## src/rtl/alarm_snooze_ctrl.sv

```systemverilog
// Alarm ring/snooze sequencer clocked by the 1 Hz pulse: edge-detects the alarm
// match level, beeps the buzzer, and handles snooze, stop and the ring timeout.
module alarm_snooze_ctrl #(
  parameter int unsigned SNOOZE_SEC = 540,
  parameter int unsigned RING_MAX   = 300,
  parameter int unsigned MAX_SNOOZE = 3,
  parameter int unsigned CW         = 10
) (
  input  logic          clk,
  input  logic          rst,
  input  logic          alarm_match,
  input  logic          alarm_on,
  input  logic          snooze,
  input  logic          stop,
  output logic          buzz,
  output logic          ringing,
  output logic          snoozing,
  output logic [1:0]    snooze_left,
  output logic [CW-1:0] sec_left
);

  localparam logic [1:0] IDLE   = 2'd0;
  localparam logic [1:0] RING   = 2'd1;
  localparam logic [1:0] SNOOZE = 2'd2;

  localparam logic [CW-1:0] TIMER_ZERO  = '0;
  localparam logic [CW-1:0] TIMER_ONE   = CW'(1);
  localparam logic [CW-1:0] SNOOZE_LOAD = CW'(SNOOZE_SEC - 1);
  localparam logic [CW-1:0] RING_LAST   = CW'(RING_MAX - 1);
  localparam logic [1:0]    SNZ_INIT    = 2'(MAX_SNOOZE);

  logic [1:0]    state_reg, state_next;
  logic [CW-1:0] timer_reg, timer_next;
  logic [1:0]    snz_reg, snz_next;
  logic          match_q;
  logic          trig;
  logic          cancel;
  logic          snz_avail;

  // Rising edge only, so a match level lasting a whole minute triggers once.
  assign trig      = alarm_match & ~match_q & alarm_on;
  assign cancel    = stop | ~alarm_on;
  assign snz_avail = (snz_reg != 2'd0);

  always_comb begin
    state_next = state_reg;
    timer_next = timer_reg;
    snz_next   = snz_reg;
    case (state_reg)
      IDLE: begin
        if (trig) begin
          state_next = RING;
          timer_next = TIMER_ZERO;
          snz_next   = SNZ_INIT;
        end
      end
      RING: begin
        timer_next = timer_reg + TIMER_ONE;
        if (cancel) begin
          state_next = IDLE;
          timer_next = TIMER_ZERO;
          snz_next   = 2'd0;
        end else if (snooze && snz_avail) begin
          state_next = SNOOZE;
          timer_next = SNOOZE_LOAD;
          snz_next   = snz_reg - 2'd1;
        end else if (timer_reg == RING_LAST) begin
          // A snooze press with no snoozes left is ignored and the timeout still applies.
          if (snz_avail) begin
            state_next = SNOOZE;
            timer_next = SNOOZE_LOAD;
            snz_next   = snz_reg - 2'd1;
          end else begin
            state_next = IDLE;
            timer_next = TIMER_ZERO;
          end
        end
      end
      SNOOZE: begin
        timer_next = timer_reg - TIMER_ONE;
        if (cancel) begin
          state_next = IDLE;
          timer_next = TIMER_ZERO;
          snz_next   = 2'd0;
        end else if (timer_reg == TIMER_ZERO) begin
          state_next = RING;
          timer_next = TIMER_ZERO;
        end
      end
      default: begin
        state_next = IDLE;
        timer_next = TIMER_ZERO;
        snz_next   = 2'd0;
      end
    endcase
  end

  // match_q resets high so a match already present at reset release is not an edge.
  always_ff @(posedge clk or negedge rst) begin
    if (!rst) begin
      state_reg <= IDLE;
      timer_reg <= TIMER_ZERO;
      snz_reg   <= 2'd0;
      match_q   <= 1'b1;
    end else begin
      state_reg <= state_next;
      timer_reg <= timer_next;
      snz_reg   <= snz_next;
      match_q   <= alarm_match;
    end
  end

  assign ringing     = (state_reg == RING);
  assign snoozing    = (state_reg == SNOOZE);
  assign buzz        = ringing & ~timer_reg[0];
  assign snooze_left = snz_reg;
  assign sec_left    = snoozing ? timer_reg : TIMER_ZERO;

endmodule
```

## config.mk

```make
export PLATFORM = sky130hd
export DESIGN_NAME = alarm_snooze_ctrl
export DESIGN_NICKNAME = d
export VERILOG_FILES = /design/src/rtl/alarm_snooze_ctrl.sv
export SDC_FILE = /design/constraint.sdc
export NUM_CORES = 1
export LEC_CHECK = 0
export ABC_AREA = 1
export BUFFER_PORTS_ARGS = -buffer_cell sky130_fd_sc_hd__buf_2
export CORE_MARGIN = 10
export CORE_UTILIZATION = 45
export DETAILED_ROUTE_END_ITERATION = 10
export PLACE_DENSITY = 0.71
export SKIP_CTS_REPAIR_TIMING = 1
export SLEW_MARGIN = 20
export SYNTH_ARGS = -nofsm -noshare
export SYNTH_HDL_FRONTEND = slang
export SYNTH_SLANG_ARGS = --single-unit
export TNS_END_PERCENT = 100
```

## constraint.sdc

```tcl
create_clock -name clk -period 1.4 [get_ports clk]
set_input_delay 0.14 -clock clk [delete_from_list [all_inputs] [get_ports clk]]
set_output_delay 0.14 -clock clk [all_outputs]
set_load 0.01 [all_outputs]
```

==> results of run 1 <==
## how the worst max path moves through the flow
stage | startpoint | end | slack, ps | depth (start not counted)
2_1_floorplan | timer_reg[0]$_DFFE_PN0P_ | state_reg[0]$_DFFE_PN0P_ | -4 | 9
3_3_place_gp | timer_reg[0]$_DFFE_PN0P_ | state_reg[1]$_DFFE_PN0P_ | -170 | 9
3_5_place_dp | timer_reg[0]$_DFFE_PN0P_ | state_reg[0]$_DFFE_PN0P_ | -160 | 9
4_1_cts | timer_reg[0]$_DFFE_PN0P_ | state_reg[0]$_DFFE_PN0P_ | -190 | 9
5_1_grt | timer_reg[0]$_DFFE_PN0P_ | state_reg[1]$_DFFE_PN0P_ | -290 | 11
6_report | timer_reg[0]$_DFFE_PN0P_ | timer_reg[9]$_DFFE_PN0P_ | -210 | 12
## logic make-up (layout without fill, tap and decap cells)
| family | after synthesis | after routing |
|---|---|---|
| fa+ha+maj | 9 | 9 |
| flops | 15 | 15 |
| buf+inv | 47 | 111 |
| xor+xnor | 7 | 7 |
| compound gates | 20 | 20 |
| simple gates | 132 | 132 |
## synthesized netlist by cell type, types with 2 or more instances
| cell | n | area share [%] |
|---|---|---|
| dfrtp_1 | 14 | 25 |
| nor2_2 | 2 | 0.89 |
| nand3_1 | 15 | 5.3 |
| nand4_1 | 2 | 0.89 |
| buf_2 | 2 | 0.71 |
| buf_4 | 2 | 1.1 |
| inv_1 | 39 | 10 |
| xor2_1 | 6 | 3.7 |
| nand2_1 | 85 | 23 |
| o21ai_0 | 17 | 6.0 |
| ha_1 | 9 | 8.0 |
| nor2_4 | 4 | 3.2 |
| nor2_1 | 21 | 5.6 |
## through the flow
step,setup TNS [ps],power (uW)
finish,-2440,2730
global route,-4590,2970
CTS,-3190,2320
detailed placement,-1630,2040
global placement,-1560,2020
floorplan,-6.88,1440
## power by group
| part | switching [uW] | internal, uW | total [uW] |
|---|---|---|---|
| registers | 83.9 | 519 | 603 |
| logic | 1020 | 837 | 1860 |
| clock network | 160 | 111 | 271 |
| total | 1270 | 1470 | 2730 |
## per-layer routing
layer | GRT usage, % | routed length (um) | up-vias
met2 | 22.5 | 2100 | 41
met3 | 2.71 | 251 | 8
li1 | - | - | 823
met4 | 7.01 | 76 | 0
met5 | 0 | 0 | -
met1 | 14.8 | 1830 | 731
## final cells by class
| cell class | instances | area share (%) |
|---|---|---|
| Clock buffer | 4 | 1.22 |
| Inverter | 41 | 7.16 |
| Multi-Input combinational cell | 168 | 46.0 |
| Sequential cell | 15 | 17.8 |
| Tap cell | 44 | 2.56 |
| Timing Repair Buffer | 66 | 25.3 |
==> results.md, run 1 <==
* Status: finished with violations
* Violated checks: setup timing
* First-pass DRT Iterations at 4
* Core area at 3030 um^2
* First-pass GRT wire length at 6530 um
* Compound-cell area share of the yosys netlist at 7.27%
* Max Clk Rate at 622 MHz
* Register area at 382 um^2
* Cell mode on critical path: nand3_1
* Worst hold path class: primary input to async pin
* Starting DRT DRC Count at 102
* Post-synthesis adder-cell area fraction at 7.98%
* Ys flop type: dfrtp_1
* Total die area at 5780 um^2
* Syn nets at 245
* DP HPWL at 2990 um
* Area of the multi-input gates at 987 um^2
* YS warnings at 0
* Max-slew headroom at 75.6%
* Clk_lat worst skew at 300 ps
* Avg Synthesized Cell Area at 6.14 um^2
* Final period utilization at 115%
* Worst reg2reg setup slack at -210 ps
* Synth Register Bits at 15
* Setup Viol. Count Final at 26
* Leakage power at 0.00122 uW
* Largest net degree at the start of global routing at 16
* DP Worst Slack at -159 ps
* Post-route insts no fill at 338
* Peak VDD IR at 1190 uV
* IO buf count at 20
* Final Cell Area at 2150 um^2
* Max-cap check violation count at 0
* Slowest stage delay, CP at 460 ps
* Crit path DAT at 1810 ps
* Vias in the first global route at 1,553
* Critical-path cell list: inv_2 > ha_4 > inv_2 > nor2_1 > nand3_1 > nor2_2 > nor2_4 > buf_4 > nand3_1 > nand3_1 > nand2_1 > nand2_1
* PwrDens at 1270 nW/um^2
* Filler cell count at 245
* Critical Path End Type: register
* Diode count at 0
* Die height at 76.0 um
* CTS Buf Count at 3
* Synth Area in Simple Gates at 40.0%
* Initial Utilization at 46.6%
* DR WL/cell at 12.6 um
* Core Util, Final at 71.0%
* GRT overflow at 0
* Worst path buffer plus inverter count at 3
* Placement-stage cell area at 1810 um^2
* Final nets at 310
* Die Wd at 76.0 um
* Worst EP required at 1610 ps
* Worst Tran Pin Value at 367 ps
* ANT nets after route at 0
* # IOs at 21
* CP Max Fanout at 8
* GPL Wtd Cong at 0.888
* Syn-to-layout area delta at 52.2%
* Gr usage total at 13.1%
* Worst setup margin at -207 ps
* EDFF count, synth at 0
* Layout cell share with drive strength beyond 1 at 40.5%
* Post-synthesis instance total at 230
* Clock slew at reported path FFs at 110 ps
* Skew final at 15.2 ps
* Dpl cells at 326
* R2R Path End: timer_reg[9]$_DFFE_PN0P_
* CTS tree: yes
* Max Slew Vio Count at 0
* Min Clock Period, post-route at 1610 ps
* Netlist cell types at 25
* Root buf cell: clkbuf_4
* Max FFs per register at 10
* Final hold slack at 301 ps
* DRC viols at 0
* Register area share after synthesis at 26.7%
* TritonCTS Sinks at 15
* CP Class: register to register
* Post-synth ARST share at 100%
* Via Count at 1,603
* Synth Area in XOR/XNOR at 4.34%
* Commonest non-fill, non-tap cells in the layout: 70 x nand2_1, 38 x buf_4, 24 x inv_1
* CTS max path bufs at 2
* Crit start category: register
* H-tree levels at 1
* Total Wirelength at 4260 um
* RSZ-0062 raised after global routing: true
* Commonest non-fill, non-tap cell in the layout: nand2_1
* Worst flop-to-flop path startpoint: timer_reg[0]$_DFFE_PN0P_
* Routed vias/inst at 4.74
* Fin. Hold Viols at 0
* Largest family of logic cells by synthesized area: simple AND/OR/NAND/NOR gates
* Critical-path top delay cell: dfrtp_2
* Post-synthesis mux area share at 0%
* Worst reg2reg path depth at 12
* Synthesized area at 1410 um^2
* Cell Rows at 20
* Cell family with most CP delay: simple AND/OR/NAND/NOR gates
* Initial antenna violation count at 0
Power figures use the tool's default switching activity.
==> run 2, diff against run 1 <==
==> constraint.sdc (replaced) <==
create_clock -name clk -period 1.4 [get_ports clk]
set_input_delay 0 -clock clk [delete_from_list [all_inputs] [get_ports clk]]
set_output_delay 0 -clock clk [all_outputs]
set_load 0.01 [all_outputs]
==> results.md, run 2 (synthesis results as in run 1) <==
* First-pass GRT wire length at 6530 um (unchanged)
* Commonest non-fill, non-tap cell in the layout: nand2_1
* DR WL/cell at 11.9 um (-5.6%)
* DP Worst Slack at -159 ps (unchanged)
* Worst EP required at 1600 ps (about the same)
* Violated checks: setup timing
* GPL Wtd Cong at 0.888 (unchanged)
* Max-slew headroom at 75.5% (about the same)
* Skew final at 8.57 ps (-6.64 ps)
* Crit start category: register
* Diode count at 0 (unchanged)
* Layout cell share with drive strength beyond 1 at 36.3% (-4.2 points)
* CTS tree: yes
* DRC viols at 0 (unchanged)
* Largest net degree at the start of global routing at 16 (unchanged)
* CP Max Fanout at 8 (unchanged)
* Max Clk Rate at 631 MHz (+1.4%)
* Die height at 76.0 um (unchanged)
* # IOs at 21 (unchanged)
* Final hold slack at 166 ps (-135 ps)
* Initial antenna violation count at 0 (unchanged)
* Setup Viol. Count Final at 15 (-42%)
* Core area at 3030 um^2 (unchanged)
* Clock slew at reported path FFs at 100 ps (about the same)
* First-pass DRT Iterations at 4 (unchanged)
* Max FFs per register at 10 (unchanged)
* Cell Rows at 20 (unchanged)
* Total Wirelength at 4040 um (-5.3%)
* ANT nets after route at 0 (unchanged)
* CTS max path bufs at 2 (unchanged)
* TritonCTS Sinks at 15 (unchanged)
* Min Clock Period, post-route at 1580 ps (-22.6 ps)
* IO buf count at 20 (unchanged)
* Via Count at 1,592 (-0.69%)
* Status: finished with violations
* Post-route insts no fill at 339 (+0.30%)
* Total power at 2620 uW (-4.3%)
* PwrDens at 1270 nW/um^2 (about the same)
* Leakage power at 0.00115 uW (-5.7%)
* Commonest non-fill, non-tap cells in the layout: 76 x nand2_1, 41 x buf_4, 30 x inv_1
* Final Cell Area at 2050 um^2 (-4.4%)
* RSZ-0062 raised after global routing: true
* Syn-to-layout area delta at 45.6%
* GRT overflow at 0 (unchanged)
* Starting DRT DRC Count at 74 (-27%)
* Worst flop-to-flop path startpoint: timer_reg[0]$_DFFE_PN0P_
* Initial Utilization at 46.6% (unchanged)
* Final nets at 311 (+0.32%)
* Fin. Hold Viols at 0 (unchanged)
* Worst Tran Pin Value at 368 ps (+1.08 ps)
* CP Class: register to register
* Worst hold path class: primary input to async pin
* CTS Buf Count at 3 (unchanged)
* Peak VDD IR at 1120 uV (-5.5%)
* Final period utilization at 113% (-1.6 points)
* CP startpoint: timer_reg[0]$_DFFE_PN0P_
* Critical Path End Type: register
* Gr usage total at 13.1% (unchanged)
* Placement-stage cell area at 1810 um^2 (unchanged)
* Dpl cells at 326 (unchanged)
* Die Wd at 76.0 um (unchanged)
* Routed vias/inst at 4.70 (-0.98%)
* Crit path DAT at 1780 ps (-30 ps)
* Worst setup margin at -185 ps (+22.6 ps)
* H-tree levels at 1 (unchanged)
* Root buf cell: clkbuf_4
* Max-cap check violation count at 0 (unchanged)
* Total die area at 5780 um^2 (unchanged)
* DP HPWL at 2990 um (unchanged)
* Clk_lat worst skew at 290 ps (about the same)
* Vias in the first global route at 1,553 (unchanged)
* Max Slew Vio Count at 0 (unchanged)
run 2: cell types whose count changed in the layout (fill, tap and decap cells not counted):
cell / change
buf_6: -8
buf_2: +7
inv_1: +6
inv_2: -6
nand2_1: +6
nand2_4: -5
buf_4: +3
buf_12: -1
dfrtp_1: +1
dfrtp_2: -1
nand2_2: -1
run 2: routing by layer:
layer | global-route usage, % | up-vias | routed length [um]
met2 | 22.5 | 35 | 1930
li1 | - | 828 | -
met3 | 2.71 | 10 | 167
met1 | 14.8 | 719 | 1850
met4 | 7.01 | 0 | 90
met5 | 0 | - | 0
run 2: final timing paths:
kind	cells after the start	end	slack, ps
worst max-delay path	12	timer_reg[9]$_DFFE_PN0P_	-180
worst min-delay path	2	snooze_left[0]$_DFFE_PN0P_	170
worst max register to register	12	timer_reg[9]$_DFFE_PN0P_	-180
worst min register to register	2	snooze_left[1]$_DFFE_PN0P_	580
max in group asynchronous	2	match_q$_DFF_PN1_	920
min in group clk	7	timer_reg[0]$_DFFE_PN0P_	170
run 2: worst max-delay path: stages, from the launching register on:
cell	delay (ps)
dfrtp_2	460
inv_2	90
ha_4	130
inv_2	20
nor2_1	70
nand3_1	80
nor2_2	190
nor2_4	90
buf_4	140
nand3_1	60
nand3_1	60
nand2_1	60
nand2_1	40
run 2: per-stage QoR:
stage               TNS (ps)  util [%]
global placement       -1560      59.9
detailed placement     -1630      59.9
global route           -3390      67.9
floorplan              -6.88         -
finish                 -1780      67.9
CTS                    -2010      60.8
run 2: layout make-up:
class	count	area [um^2]
sequential	15	380
timing repair buffer	67	492
fill	258	973
multi-input combinational	168	947
inverter	41	154
tap	44	55.1
clock buffer	4	26.3
run 2: report_power, final:
group	internal (uW)	switching [uW]	total, uW	leakage (uW)
Clock	111	157	268	0.0000150
Sequential	518	75.4	593	0.000195
Combinational	777	979	1760	0.000940
